[src/rtl/sys_defs.sv]
`default_nettype none
// ============================================================================
// Module      : sys_defs (package)
// Description : Shared types and defaults for the dispatch stage.
// Revision    : 1.0 - initial release
// ============================================================================
package sys_defs;

    localparam int c_ibuf_depth = 4;

    typedef enum logic [1:0] {
        RUN       = 2'd0,
        HALT_PEND = 2'd1,
        HALTED    = 2'd2
    } dispatch_state_t;

    // A head that touches memory needs an LSQ slot to dispatch.
    function automatic logic is_mem_op(input logic rd_mem, input logic wr_mem);
        return rd_mem | wr_mem;
    endfunction

endpackage
`default_nettype wire

[src/rtl/dispatch_ctrl_if.sv]
`default_nettype none
// ============================================================================
// Module      : dispatch_ctrl_if
// Description : Fetch / decode / back-end handshake bundle for dispatch_ctrl.
// Revision    : 1.0 - initial release
// ============================================================================
interface dispatch_ctrl_if;

    logic        if_valid_i;
    logic [31:0] if_IR_i;
    logic [63:0] if_npc_i;
    logic        if_stall_o;
    logic [31:0] id_IR_o;
    logic [63:0] id_npc_o;
    logic        id_valid_inst_o;
    logic        id_rd_mem_i;
    logic        id_wr_mem_i;
    logic        id_halt_i;
    logic        id_illegal_i;
    logic        rob_full_i;
    logic        rs_full_i;
    logic        lsq_full_i;
    logic        br_recover_i;
    logic        rob_halt_retired_i;
    logic        dispatch_en_o;
    logic        halted_o;
    logic        illegal_o;

    modport master (
        output if_valid_i, if_IR_i, if_npc_i,
        output id_rd_mem_i, id_wr_mem_i, id_halt_i, id_illegal_i,
        output rob_full_i, rs_full_i, lsq_full_i,
        output br_recover_i, rob_halt_retired_i,
        input  if_stall_o, id_IR_o, id_npc_o, id_valid_inst_o,
        input  dispatch_en_o, halted_o, illegal_o
    );

    modport slave (
        input  if_valid_i, if_IR_i, if_npc_i,
        input  id_rd_mem_i, id_wr_mem_i, id_halt_i, id_illegal_i,
        input  rob_full_i, rs_full_i, lsq_full_i,
        input  br_recover_i, rob_halt_retired_i,
        output if_stall_o, id_IR_o, id_npc_o, id_valid_inst_o,
        output dispatch_en_o, halted_o, illegal_o
    );

endinterface
`default_nettype wire

[src/rtl/dispatch_ibuf.sv]
`default_nettype none
// ============================================================================
// Module      : dispatch_ibuf
// Description : Circular instruction buffer {IR, NPC} with head/tail/count.
// Revision    : 1.0 - initial release
// ============================================================================
module dispatch_ibuf
    import sys_defs::*;
#(
    parameter int IBUF_DEPTH = c_ibuf_depth
) (
    input  wire logic                          clk,
    input  wire logic                          rst,
    input  wire logic                          i_push,
    input  wire logic                          i_pop,
    input  wire logic                          i_flush,
    input  wire logic [31:0]                   i_wr_ir,
    input  wire logic [63:0]                   i_wr_npc,
    output      logic [31:0]                   o_head_ir,
    output      logic [63:0]                   o_head_npc,
    output      logic [$clog2(IBUF_DEPTH):0]   o_count,
    output      logic                          o_full,
    output      logic                          o_empty
);

    localparam int c_ptr_w = $clog2(IBUF_DEPTH);
    localparam logic [c_ptr_w-1:0] c_ptr_one = 1;
    localparam logic [c_ptr_w:0]   c_cnt_one = 1;
    localparam logic [c_ptr_w:0]   c_cnt_max = (c_ptr_w+1)'(IBUF_DEPTH);

    logic [31:0]        r_ir_mem  [IBUF_DEPTH];
    logic [63:0]        r_npc_mem [IBUF_DEPTH];
    logic [c_ptr_w-1:0] r_head;
    logic [c_ptr_w-1:0] r_tail;
    logic [c_ptr_w:0]   r_count;
    logic               w_push;
    logic               w_pop;

    assign o_full  = (r_count == c_cnt_max);
    assign o_empty = (r_count == '0);

    // Flush outranks both pointer moves; full/empty guard keeps count in range.
    assign w_push = i_push & ~o_full  & ~i_flush;
    assign w_pop  = i_pop  & ~o_empty & ~i_flush;

    always_ff @(posedge clk) begin
        if (w_push) begin
            r_ir_mem[r_tail]  <= i_wr_ir;
            r_npc_mem[r_tail] <= i_wr_npc;
        end
    end

    always_ff @(posedge clk or negedge rst) begin
        if (!rst) begin
            r_head  <= '0;
            r_tail  <= '0;
            r_count <= '0;
        end else if (i_flush) begin
            r_head  <= '0;
            r_tail  <= '0;
            r_count <= '0;
        end else begin
            if (w_push) r_tail <= r_tail + c_ptr_one;
            if (w_pop)  r_head <= r_head + c_ptr_one;
            unique case ({w_push, w_pop})
                2'b10:   r_count <= r_count + c_cnt_one;
                2'b01:   r_count <= r_count - c_cnt_one;
                default: r_count <= r_count;
            endcase
        end
    end

    assign o_head_ir  = r_ir_mem[r_head];
    assign o_head_npc = r_npc_mem[r_head];
    assign o_count    = r_count;

endmodule
`default_nettype wire

[src/rtl/dispatch_ctrl.sv]
`default_nettype none
// ============================================================================
// Module      : dispatch_ctrl
// Description : Instruction buffer, dispatch gating and halt FSM.
//               Optional DISPATCH_PERF_EN adds stall/dispatch counters.
// Revision    : 1.0 - initial release
// ============================================================================
module dispatch_ctrl
    import sys_defs::*;
#(
    parameter int IBUF_DEPTH = c_ibuf_depth
) (
    input  wire logic         clk,
    input  wire logic         rst,
    dispatch_ctrl_if.slave    bus
`ifdef DISPATCH_PERF_EN
    ,
    output      logic [31:0]  perf_stall_cnt_o,
    output      logic [31:0]  perf_disp_cnt_o
`endif
);

    dispatch_state_t               r_state;
    dispatch_state_t               w_state_nxt;
    logic                          r_illegal;
    logic                          w_illegal_nxt;
    logic [$clog2(IBUF_DEPTH):0]   w_count;
    logic                          w_full;
    logic                          w_empty;
    logic                          w_stall;
    logic                          w_push;
    logic                          w_id_valid;
    logic                          w_dispatch_en;
    logic                          w_halt_seen;

    dispatch_ibuf #(
        .IBUF_DEPTH (IBUF_DEPTH)
    ) u_ibuf (
        .clk        (clk),
        .rst        (rst),
        .i_push     (w_push),
        .i_pop      (w_dispatch_en),
        .i_flush    (bus.br_recover_i),
        .i_wr_ir    (bus.if_IR_i),
        .i_wr_npc   (bus.if_npc_i),
        .o_head_ir  (bus.id_IR_o),
        .o_head_npc (bus.id_npc_o),
        .o_count    (w_count),
        .o_full     (w_full),
        .o_empty    (w_empty)
    );

    // Stall depends only on registered state so fetch never waits on dispatch.
    assign w_stall    = w_full | (r_state != RUN);
    assign w_push     = bus.if_valid_i & ~w_stall & ~bus.br_recover_i;
    assign w_id_valid = ~w_empty & (r_state == RUN);

    assign w_dispatch_en = w_id_valid & ~bus.rob_full_i & ~bus.rs_full_i
                         & ~(is_mem_op(bus.id_rd_mem_i, bus.id_wr_mem_i) & bus.lsq_full_i)
                         & ~bus.br_recover_i;

    assign w_halt_seen = w_dispatch_en & (bus.id_halt_i | bus.id_illegal_i);

    always_ff @(posedge clk or negedge rst) begin
        if (!rst) begin
            r_state   <= RUN;
            r_illegal <= 1'b0;
        end else begin
            r_state   <= w_state_nxt;
            r_illegal <= w_illegal_nxt;
        end
    end

    always_comb begin
        w_state_nxt   = r_state;
        w_illegal_nxt = r_illegal;
        case (r_state)
            RUN: begin
                if (bus.br_recover_i) begin
                    w_illegal_nxt = 1'b0;
                end else if (w_halt_seen) begin
                    w_state_nxt   = HALT_PEND;
                    w_illegal_nxt = bus.id_illegal_i;
                end
            end
            HALT_PEND: begin
                // Mispredict means the halt was on a wrong path: resume.
                if (bus.br_recover_i) begin
                    w_state_nxt   = RUN;
                    w_illegal_nxt = 1'b0;
                end else if (bus.rob_halt_retired_i) begin
                    w_state_nxt   = HALTED;
                end
            end
            HALTED: begin
                w_state_nxt = HALTED;
            end
            default: begin
                w_state_nxt   = RUN;
                w_illegal_nxt = 1'b0;
            end
        endcase
    end

    assign bus.if_stall_o      = w_stall;
    assign bus.id_valid_inst_o = w_id_valid;
    assign bus.dispatch_en_o   = w_dispatch_en;
    assign bus.halted_o        = (r_state == HALTED);
    assign bus.illegal_o       = r_illegal;

`ifdef DISPATCH_PERF_EN
    logic [31:0] r_stall_cnt;
    logic [31:0] r_disp_cnt;

    always_ff @(posedge clk or negedge rst) begin
        if (!rst) begin
            r_stall_cnt <= '0;
            r_disp_cnt  <= '0;
        end else begin
            if (w_id_valid && !w_dispatch_en && (r_stall_cnt != 32'hFFFF_FFFF))
                r_stall_cnt <= r_stall_cnt + 32'd1;
            if (w_dispatch_en && (r_disp_cnt != 32'hFFFF_FFFF))
                r_disp_cnt <= r_disp_cnt + 32'd1;
        end
    end

    assign perf_stall_cnt_o = r_stall_cnt;
    assign perf_disp_cnt_o  = r_disp_cnt;
`endif

endmodule
`default_nettype wire

[src/flat_wrapper.sv]
// flat-port wrapper written by rule: the top's interface ports become plain ports
module dispatch_ctrl_flat import sys_defs::*;
#(
    parameter int IBUF_DEPTH = c_ibuf_depth
)
  (clk, rst, bus_if_valid_i, bus_if_IR_i, bus_if_npc_i, bus_id_rd_mem_i, bus_id_wr_mem_i, bus_id_halt_i, bus_id_illegal_i, bus_rob_full_i, bus_rs_full_i, bus_lsq_full_i, bus_br_recover_i, bus_rob_halt_retired_i, bus_if_stall_o, bus_id_IR_o, bus_id_npc_o, bus_id_valid_inst_o, bus_dispatch_en_o, bus_halted_o, bus_illegal_o);
  dispatch_ctrl_if bus_i ();
  input  wire logic clk;
  input  wire logic rst;
  input wire logic [$bits(bus_i.if_valid_i)-1:0] bus_if_valid_i;
  input wire logic [$bits(bus_i.if_IR_i)-1:0] bus_if_IR_i;
  input wire logic [$bits(bus_i.if_npc_i)-1:0] bus_if_npc_i;
  input wire logic [$bits(bus_i.id_rd_mem_i)-1:0] bus_id_rd_mem_i;
  input wire logic [$bits(bus_i.id_wr_mem_i)-1:0] bus_id_wr_mem_i;
  input wire logic [$bits(bus_i.id_halt_i)-1:0] bus_id_halt_i;
  input wire logic [$bits(bus_i.id_illegal_i)-1:0] bus_id_illegal_i;
  input wire logic [$bits(bus_i.rob_full_i)-1:0] bus_rob_full_i;
  input wire logic [$bits(bus_i.rs_full_i)-1:0] bus_rs_full_i;
  input wire logic [$bits(bus_i.lsq_full_i)-1:0] bus_lsq_full_i;
  input wire logic [$bits(bus_i.br_recover_i)-1:0] bus_br_recover_i;
  input wire logic [$bits(bus_i.rob_halt_retired_i)-1:0] bus_rob_halt_retired_i;
  output wire logic [$bits(bus_i.if_stall_o)-1:0] bus_if_stall_o;
  output wire logic [$bits(bus_i.id_IR_o)-1:0] bus_id_IR_o;
  output wire logic [$bits(bus_i.id_npc_o)-1:0] bus_id_npc_o;
  output wire logic [$bits(bus_i.id_valid_inst_o)-1:0] bus_id_valid_inst_o;
  output wire logic [$bits(bus_i.dispatch_en_o)-1:0] bus_dispatch_en_o;
  output wire logic [$bits(bus_i.halted_o)-1:0] bus_halted_o;
  output wire logic [$bits(bus_i.illegal_o)-1:0] bus_illegal_o;
  assign bus_i.if_valid_i = bus_if_valid_i;
  assign bus_i.if_IR_i = bus_if_IR_i;
  assign bus_i.if_npc_i = bus_if_npc_i;
  assign bus_i.id_rd_mem_i = bus_id_rd_mem_i;
  assign bus_i.id_wr_mem_i = bus_id_wr_mem_i;
  assign bus_i.id_halt_i = bus_id_halt_i;
  assign bus_i.id_illegal_i = bus_id_illegal_i;
  assign bus_i.rob_full_i = bus_rob_full_i;
  assign bus_i.rs_full_i = bus_rs_full_i;
  assign bus_i.lsq_full_i = bus_lsq_full_i;
  assign bus_i.br_recover_i = bus_br_recover_i;
  assign bus_i.rob_halt_retired_i = bus_rob_halt_retired_i;
  assign bus_if_stall_o = bus_i.if_stall_o;
  assign bus_id_IR_o = bus_i.id_IR_o;
  assign bus_id_npc_o = bus_i.id_npc_o;
  assign bus_id_valid_inst_o = bus_i.id_valid_inst_o;
  assign bus_dispatch_en_o = bus_i.dispatch_en_o;
  assign bus_halted_o = bus_i.halted_o;
  assign bus_illegal_o = bus_i.illegal_o;
  dispatch_ctrl #(.IBUF_DEPTH(IBUF_DEPTH)) u_core (.clk(clk), .rst(rst), .bus(bus_i));
endmodule
[config.mk]
export PLATFORM = sky130hd
export DESIGN_NAME = dispatch_ctrl_flat
export DESIGN_NICKNAME = d
export VERILOG_FILES = /design/src/rtl/sys_defs.sv /design/src/rtl/dispatch_ctrl_if.sv /design/src/rtl/dispatch_ibuf.sv /design/src/rtl/dispatch_ctrl.sv /design/src/flat_wrapper.sv
export SDC_FILE = /design/constraint.sdc
export NUM_CORES = 1
export LEC_CHECK = 0
export CORE_MARGIN = 2
export CORE_UTILIZATION = 41
export DETAILED_ROUTE_END_ITERATION = 10
export GPL_ROUTABILITY_DRIVEN = 0
export PLACE_DENSITY = 0.73
export SETUP_SLACK_MARGIN = 0.02
export SLEW_MARGIN = 10
export SYNTH_ARGS = -nofsm -noshare
export SYNTH_HDL_FRONTEND = slang
export SYNTH_SLANG_ARGS = --single-unit
[constraint.sdc]
create_clock -name clk -period 5.9 [get_ports clk]
set_input_delay 0.885 -clock clk [delete_from_list [all_inputs] [get_ports clk]]
set_output_delay 0.885 -clock clk [all_outputs]
set_load 0.005 [all_outputs]
==> results.json, run 1 <==
{
  "status": "completed",
  "fin_nets": 923,
  "cap_violations": 0,
  "fp.coreArea_mm2": 0.0347,
  "clk_latency_ns": 0.52,
  "grt_usage_pct": 15.1,
  "yosysWarnings": 0,
  "synthXorXnorAreaFrac_pct": 0.173,
  "seq_area_frac_synth_pct": 81.3,
  "final_common_cell": "edfxtp_1",
  "synth_top_area_cell": "edfxtp_1",
  "slew_headroom_pct": 31.8,
  "period_needed_ns": 3.96,
  "fp-row-count": 68,
  "cp_max_fo": 35,
  "p_leak_nw": 5.87,
  "grt_pass1_wl_mm": 41.9,
  "numPortBuffers": 208,
  "synth_top_family_by_area": "multiplexers",
  "pin_count": 209,
  "ys_ff_latch": 394,
  "grt_pass1_vias": 7236,
  "yosysTopAreaCellShare_pct": 79.6,
  "worst_path_max_delay_cell": "dfrtp_4",
  "cts-root-buf": "clkbuf_16",
  "timing.final.ws_setup_ns": 1.94,
  "synth_simple_gate_area_share_pct": 1.49,
  "postCtsSetupBuffers": 0,
  "wirelength_mm": 27.7,
  "p_total_mw": 6.93,
  "dp_hpwl_mm": 16.5,
  "cp-end-kind": "output pin",
  "skew_ns": 0.0160,
  "synthToLayoutAreaGrowth_pct": 28.2,
  "hold_violations": 0,
  "grt_start_max_net_pins": 64,
  "crit_path_cell_trace": "buf_4 > mux4_2 > clkdlybuf4s50_1",
  "fmax_mhz": 252,
  "cpPeakStageDelay_ns": 0.92,
  "die_w_um": 192,
  "cts_resized": 0,
  "syn_nets": 682,
  "dp.cells": 1221,
  "nFillCells": 2659,
  "synth.avg_cell_area_um2": 25.5,
  "htree_levels": 2,
  "overflow": 0,
  "numCtsBuffers": 42,
  "synthMuxAreaShare_pct": 15.3,
  "rsz0062_at_grt": "no",
  "synth_compound_area_share_pct": 0.380,
  "antenna_found_initial": 1,
  "drv_slew": 0,
  "hold_path_class": "flop to flop",
  "cts-hold-fix-buffers": 0,
  "crit_path_start_kind": "flop",
  "final_cells": 1300,
  "die_area_mm2": 0.0369,
  "vdd_ir_drop_max_mv": 0.205,
  "drt_iter0_markers": 319,
  "yosys-top-cells-area": "edfxtp_1 (80%), mux4_2 (15%), dfrtp_1 (1.7%), buf_2 (0.38%), ha_1 (0.35%)",
  "syn_area_mm2": 0.0145,
  "cp_top_family": "buffers and inverters",
  "start_util_pct": 41.7,
  "clk_pin_slew_ns": 0.06,
  "finalSetupViolCount": 0,
  "syn_inst": 569,
  "final.setup.tns_ns": 0,
  "synth_cell_type_count": 37,
  "synth-adder-area-share_pct": 0.484,
  "worst_pin_slew_ns": 1.02,
  "ant_nets": 0,
  "die_y_um": 192,
  "worstPathRequired_ns": 5.02,
  "vias": 6652,
  "cts_tree": "done",
  "preCtsSetupSlack_ns": 2.17,
  "drc_errors": 0,
  "avgRoutedWirePerCell_um": 21.3,
  "cp.buffers_inverters": 2,
  "fin_crit_sh_pct": 67.1,
  "worst-setup-path-type": "flop to output pin",
  "layout_common_cells": "edfxtp_1 (384), clkdlybuf4s50_1 (208), mux4_2 (96), clkbuf_16 (45), buf_4 (11)",
  "layout-drive-gt1-share_pct": 21.9,
  "clock-sinks": 394,
  "avgViaCountPerCell": 5.12,
  "first_pass_iters": 4,
  "power.density_mw_per_mm2": 373,
  "arrival_ns": 3.08,
  "cts_buffer_depth": 3
}
## synthesized netlist by cell type
master and count:
edfxtp_1 384, mux4_2 96, buf_2 11, dfrtp_1 10, clkbuf_1 9, nor2_1 8
and2_1 4, ha_1 4, buf_4 3, inv_1 3, mux2i_1 3, nor2b_1 3
o21ai_0 3, nand2_1 2, nand2b_1 2, nor3_1 2, or3_1 2, a21oi_1 1
a31o_2 1, a31oi_1 1, a32oi_1 1, and4_1 1, fa_1 1, inv_2 1
mux2_1 1, mux2_4 1, nand3_4 1, nand3b_1 1, nand4b_4 1, nor2_4 1
nor3_2 1, nor4b_1 1, o21ai_1 1, o22ai_1 1, or3b_4 1, xnor2_1 1
xnor2_2 1
## stage by stage
step | area [um2] | hold WS, ns | util [%]
after detailed placement | 17200 | 0.549 | 49.4
final | 18600 | 0.561 | 53.5
after floorplan | 14500 | 0.538 | -
after global routing | 18600 | 0.600 | 53.5
after global placement | 17200 | 0.546 | 49.4
after CTS | 18600 | 0.559 | 53.5
## layer usage
| layer | global-route usage [%] | wire (um) |
|---|---|---|
| met2 | 25.7 | 13800 |
| met4 | 3.46 | 429 |
| met1 | 19.9 | 11700 |
| met5 | 0 | 13 |
| met3 | 3.53 | 1740 |
## flip-flops by register name, summed over array words and instances, names as in the netlist
name                     cells
u_core.u_ibuf.r_tail         2
u_core.bus.illegal_o         1
u_core.u_ibuf.r_npc_mem    256
u_core.u_ibuf.r_head         2
u_core.r_state               2
u_core.u_ibuf.r_ir_mem     128
u_core.u_ibuf.o_count        3
## cell type report
type | count | area, um2 | share of cell area [%]
tap | 455 | 569 | 3.06
clock buffer | 53 | 1170 | 6.28
clock inverter | 25 | 256 | 1.38
sequential | 394 | 11800 | 63.5
inverter | 4 | 15.0 | 0.0808
timing repair buffer | 220 | 2180 | 11.8
multi-input combinational | 148 | 2590 | 14.0
antenna | 1 | 2.50 | 0.0135
## worst min-delay path, stage by stage, from the launching register on
cell and delay (ns):
dfrtp_1 0.39, nand2_1 0.07, o22ai_1 0.06
## final timing paths
| path | from | to | slack (ns) | depth (start not counted) |
|---|---|---|---|---|
| worst max-delay path | u_core.u_ibuf.r_head[0]$_DFFE_PN0P_ | bus_id_IR_o[20] | 1.94 | 3 |
| worst min-delay path | u_core.bus.illegal_o$_DFFE_PN0P_ | u_core.bus.illegal_o$_DFFE_PN0P_ | 0.56 | 2 |
| worst max register to register | u_core.r_state[0]$_DFFE_PN0P_ | u_core.u_ibuf.r_npc_mem[2][13]$_DFFE_PP_ | 3.06 | 5 |
| worst min register to register | u_core.bus.illegal_o$_DFFE_PN0P_ | u_core.bus.illegal_o$_DFFE_PN0P_ | 0.56 | 2 |
| max in group asynchronous | rst | u_core.u_ibuf.r_head[0]$_DFFE_PN0P_ | 4.85 | 1 |
| min in group asynchronous | rst | u_core.u_ibuf.r_tail[1]$_DFFE_PN0P_ | 0.69 | 1 |
## power by group
group          total [mW]  leakage, nW  switching (mW)  internal (mW)
sequential           3.39         3.61          0.0754           3.32
combinational       0.888         1.56           0.375          0.513
clock                2.65        0.696            1.02           1.62
total                6.93         5.87            1.47           5.45
## cells by family (layout without fill, tap and decap cells)
logic type               count (synthesis)  in the layout
flip-flops                             394            394
multiplexers                           101            101
AND/OR/NAND/NOR                         31             31
buffers and inverters                   27            302
AO/OA/AOI/OAI                            9              9
adder cells (fa/ha/maj)                  5              5
XOR/XNOR                                 2              2
other                                    0              1
Note: power is estimated with default switching activity, not from simulation.
==> run 2, diff against run 1 <==
clock period = 3.9 ns   (was 5.9 ns; I/O delays follow)
==> results.json, run 2 (synthesis results as in run 1) <==
{
  "cts_buffer_depth": 3,
  "antenna_found_initial": 2,
  "fp.coreArea_mm2": 0.0347,
  "arrival_ns": 2.75,
  "worst-setup-path-type": "flop to output pin",
  "start_util_pct": 41.7,
  "final.setup.tns_ns": 0,
  "first_pass_iters": 4,
  "period_needed_ns": 3.33,
  "numPortBuffers": 208,
  "worst_path_max_delay_cell": "dfrtp_4",
  "largest_reg_flops": 256,
  "avgRoutedWirePerCell_um": 21.4,
  "cpPeakStageDelay_ns": 0.66,
  "drc_errors": 0,
  "timing.final.ws_setup_ns": 0.567,
  "crit_path_cell_trace": "buf_4 > mux4_2 > clkdlybuf4s50_1",
  "worstPathRequired_ns": 3.31,
  "grt_usage_pct": 15.4,
  "grt_pass1_vias": 7369,
  "worst_pin_slew_ns": 0.667,
  "clock-sinks": 394,
  "dp.cells": 1227,
  "drv_slew": 0,
  "overflow": 0,
  "p_total_mw": 10.2,
  "avgViaCountPerCell": 5.15,
  "preCtsSetupSlack_ns": 0.870,
  "cp_max_fo": 23,
  "cts-root-buf": "clkbuf_16",
  "layout-drive-gt1-share_pct": 22.2,
  "p_sw_mw": 2.21,
  "htree_levels": 2,
  "grt_start_max_net_pins": 50,
  "die_y_um": 192,
  "p_clk_share_pct": 36.3,
  "pin_count": 209,
  "swShare_pct": 21.6,
  "hold_path_class": "primary input to asynchronous set/reset pin",
  "crit_path_start_kind": "flop",
  "dp_hpwl_mm": 17.1,
  "r2r_end": "u_core.u_ibuf.r_npc_mem[1][2]$_DFFE_PP_",
  "numCtsBuffers": 40,
  "postCtsSetupBuffers": 0,
  "fin_nets": 927,
  "rsz0062_at_grt": "no",
  "cts-hold-fix-buffers": 0,
  "final_cells": 1299,
  "cp-end-kind": "output pin",
  "cts_resized": 0,
  "die_area_mm2": 0.0369,
  "layout_common_cells": "edfxtp_1 (384), clkdlybuf4s50_1 (208), mux4_2 (96), clkbuf_16 (41), buf_4 (10)",
  "clk_pin_slew_ns": 0.06,
  "p_leak_nw": 5.85,
  "drt_iter0_markers": 466,
  "status": "completed",
  "reg2reg_slack_ns": 1.54,
  "nFillCells": 2681,
  "fp-row-count": 68,
  "internal_power_mw": 8.01,
  "cap_violations": 0,
  "skew_ns": 0.0119,
  "largest-register": "u_core.u_ibuf.r_npc_mem",
  "slew_headroom_pct": 55.5,
  "seqPwrFrac_pct": 50.0,
  "fin_crit_sh_pct": 85.5,
  "vdd_ir_drop_max_mv": 0.399,
  "grt_pass1_wl_mm": 42.6,
  "pwr-share-comb_pct": 13.7,
  "synthToLayoutAreaGrowth_pct": 28.1,
  "clk_latency_ns": 0.51,
  "finalSetupViolCount": 0,
  "die_w_um": 192,
  "r2r_start": "u_core.r_state[0]$_DFFE_PN0P_",
  "cts_tree": "done",
  "fmax_mhz": 300,
  "power.density_mw_per_mm2": 551,
  "wirelength_mm": 27.8,
  "hold_violations": 0,
  "r2r_cells": 5,
  "ant_nets": 0,
  "utilization_pct": 53.5,
  "final_common_cell": "edfxtp_1",
  "vias": 6684
}
-- run 2: cell count changes in the layout (fill, tap and decap cells not counted), sizes merged --
| cell | delta |
|---|---|
| buf | +6 |
| clkbuf | -4 |
| clkinv | -2 |
| bufinv | -1 |
-- run 2: final cells by class --
| cell class | instances | area (um2) | share of cell area (%) |
|---|---|---|---|
| sequential | 394 | 11800 | 63.5 |
| antenna | 1 | 2.50 | 0.0135 |
| tap | 455 | 569 | 3.07 |
| timing repair buffer | 226 | 2320 | 12.5 |
| inverter | 4 | 15.0 | 0.0809 |
| clock inverter | 22 | 218 | 1.17 |
| clock buffer | 49 | 1060 | 5.69 |
| multi-input combinational | 148 | 2590 | 14.0 |
-- run 2: through the flow --
step | hold WS (ns) | cell area (um2)
2_1_floorplan | 0.289 | 14500
3_3_place_gp | 0.556 | 17300
3_5_place_dp | 0.556 | 17300
4_1_cts | 0.453 | 18600
5_1_grt | 0.464 | 18600
6_report | 0.432 | 18600
-- run 2: per-layer routing --
metal	vias up	wire, um	global-route usage, %
met4	2	733	4.99
met2	199	13800	25.9
met1	3500	11500	19.7
li1	2932	-	-
met5	-	9	0
met3	51	1760	3.76
-- run 2: worst max path at each step --
stage | end | cells past startpoint | slack (ns) | startpoint
after detailed placement | bus_dispatch_en_o | 5 | 0.87 | bus_br_recover_i
after global routing | bus_id_npc_o[54] | 3 | 0.39 | u_core.u_ibuf.r_head[0]$_DFFE_PN0P_
final | bus_id_npc_o[56] | 3 | 0.57 | u_core.u_ibuf.r_head[0]$_DFFE_PN0P_
after CTS | bus_id_npc_o[56] | 3 | 0.47 | u_core.u_ibuf.r_head[0]$_DFFE_PN0P_
after floorplan | u_core.u_ibuf.r_ir_mem[0][0]$_DFFE_PP_ | 3 | 0.22 | bus_br_recover_i
after global placement | bus_dispatch_en_o | 5 | 0.93 | bus_br_recover_i
-- run 2: power groups by stage --
stage	clock network [mW]	logic [mW]	registers, mW
final	3.71	1.40	5.11
after global routing	3.97	1.52	5.14
after CTS	3.80	1.44	5.12
after detailed placement	0	1.43	5.21
after global placement	0	1.42	5.19
after floorplan	0	0.640	5.19
-- run 2: worst max-delay path: cells and delay by family (launching register included) --
kind / cells / cell delay [ns]
buffers and inverters: 2 / 0.95
multiplexers: 1 / 0.59
flip-flops: 1 / 0.66
==> run 3, diff against run 2 <==
CORE_MARGIN = 8   (was 2)
==> results.json, run 3 (synthesis results as in run 1) <==
{
  "largest_reg_flops": 256,
  "clk_latency_ns": 0.53,
  "vias": 6663,
  "grt_pass1_wl_mm": 43.6,
  "grt_start_max_net_pins": 53,
  "numPortBuffers": 208,
  "grt_pass1_vias": 7337,
  "htree_levels": 2,
  "start_util_pct": 41.1,
  "vdd_ir_drop_max_mv": 0.320,
  "seqCellArea_mm2": 0.0118,
  "dp_hpwl_mm": 18.3,
  "wirelength_mm": 28.7,
  "rsz0062_at_grt": "no",
  "p_total_mw": 10.2,
  "layout-drive-gt1-share_pct": 22.9,
  "final_area_mm2": 0.0186,
  "final_common_cell": "edfxtp_1",
  "dpl_cell_area_mm2": 0.0173,
  "final.setup.tns_ns": 0,
  "avgViaCountPerCell": 5.07,
  "postCtsSetupBuffers": 0,
  "final_cells": 1314,
  "ant_nets": 0,
  "die_y_um": 204,
  "p_leak_nw": 5.89,
  "clk_pin_slew_ns": 0.06,
  "arrival_ns": 2.80,
  "fp-row-count": 69,
  "drt_iter0_markers": 444,
  "cts-root-buf": "clkbuf_16",
  "hold_path_class": "primary input to asynchronous set/reset pin",
  "worst-setup-path-type": "flop to output pin",
  "nFillCells": 2733,
  "status": "completed",
  "pin_count": 209,
  "hold_violations": 0,
  "avgRoutedWirePerCell_um": 21.9,
  "cts_resized": 0,
  "cts_buffer_depth": 3,
  "worstPathRequired_ns": 3.31,
  "crit_path_start_kind": "flop",
  "synthToLayoutAreaGrowth_pct": 28.6,
  "dp.cells": 1240,
  "overflow": 0,
  "fin_nets": 935,
  "multi_input_area_mm2": 0.00259,
  "slew_headroom_pct": 53.7,
  "finalSetupViolCount": 0,
  "drc_errors": 0,
  "die_w_um": 204,
  "period_needed_ns": 3.39,
  "numCtsBuffers": 41,
  "cap_violations": 0,
  "power.density_mw_per_mm2": 549,
  "drv_slew": 0,
  "skew_ns": 0.0101,
  "grt_usage_pct": 13.7,
  "first_pass_iters": 4,
  "die_area_mm2": 0.0416,
  "fin_crit_sh_pct": 86.9,
  "preCtsSetupSlack_ns": 0.927,
  "cp-end-kind": "output pin",
  "timing.final.ws_setup_ns": 0.512,
  "fmax_mhz": 295,
  "cts_tree": "done",
  "fp.coreArea_mm2": 0.0352,
  "clock-sinks": 394,
  "layout_common_cells": "edfxtp_1 (384), clkdlybuf4s50_1 (208), mux4_2 (96), clkbuf_16 (41), buf_4 (17)",
  "antenna_found_initial": 1,
  "largest-register": "u_core.u_ibuf.r_npc_mem",
  "cp_max_fo": 28,
  "worst_pin_slew_ns": 0.695,
  "cts-hold-fix-buffers": 0
}
-- run 3: cell types whose count changed in the layout (fill, tap and decap cells not counted), sizes merged --
cell and delta:
buf +7, bufinv -1, clkbuf -1, clkinv +3
clkinvlp +1
-- run 3: metrics by stage --
step / utilization (%) / hold WS, ns
floorplan: - / 0.289
detailed placement: 49.2 / 0.562
global placement: 49.2 / 0.556
finish: 52.9 / 0.402
global route: 52.9 / 0.423
CTS: 52.9 / 0.389
-- run 3: area by class of cell --
cell class / count / share of cell area, %
antenna: 1 / 0.0134
clock buffer: 48 / 5.76
clock inverter: 25 / 1.14
inverter: 4 / 0.0806
multi-input combinational: 148 / 13.9
sequential: 394 / 63.3
tap: 461 / 3.10
timing repair buffer: 233 / 12.7
-- run 3: final timing paths --
path                                                           from                                  endpoint  slack (ns)  cells past startpoint
worst max-delay path            u_core.u_ibuf.r_head[0]$_DFFE_PN0P_                            bus_id_IR_o[3]        0.51                      3
worst min-delay path                                            rst             u_core.r_state[1]$_DFFE_PN0P_        0.40                      1
worst max register to register        u_core.r_state[0]$_DFFE_PN0P_  u_core.u_ibuf.r_npc_mem[0][57]$_DFFE_PP_        1.53                      5
worst min register to register     u_core.bus.illegal_o$_DFFE_PN0P_          u_core.bus.illegal_o$_DFFE_PN0P_        0.58                      2
max in group asynchronous                                       rst       u_core.u_ibuf.r_head[1]$_DFFE_PN0P_        3.12                      1
min in group clk                   u_core.bus.illegal_o$_DFFE_PN0P_          u_core.bus.illegal_o$_DFFE_PN0P_        0.58                      2
-- run 3: power by group --
group          internal (mW)  leakage [nW]  total (mW)  switching (mW)
clock                   2.17         0.627        3.70            1.53
combinational          0.807          1.65        1.40           0.598
sequential              5.01          3.61        5.12           0.109
total                   7.99          5.89        10.2            2.24
-- run 3: metal layers --
metal  share of wire (%)  global-route usage, %  routed length [um]
met3                 7.2                   4.12                2060
met4                 1.9                   3.63                 552
met1                  41                   17.5               11800
met2                  50                   22.6               14300
met5               0.045                      0                  13
-- run 3: worst max-delay path: stages, from the launching register on --
cell and delay (ns):
dfrtp_4 0.84, buf_4 0.39, mux4_2 0.55, clkdlybuf4s50_1 0.46
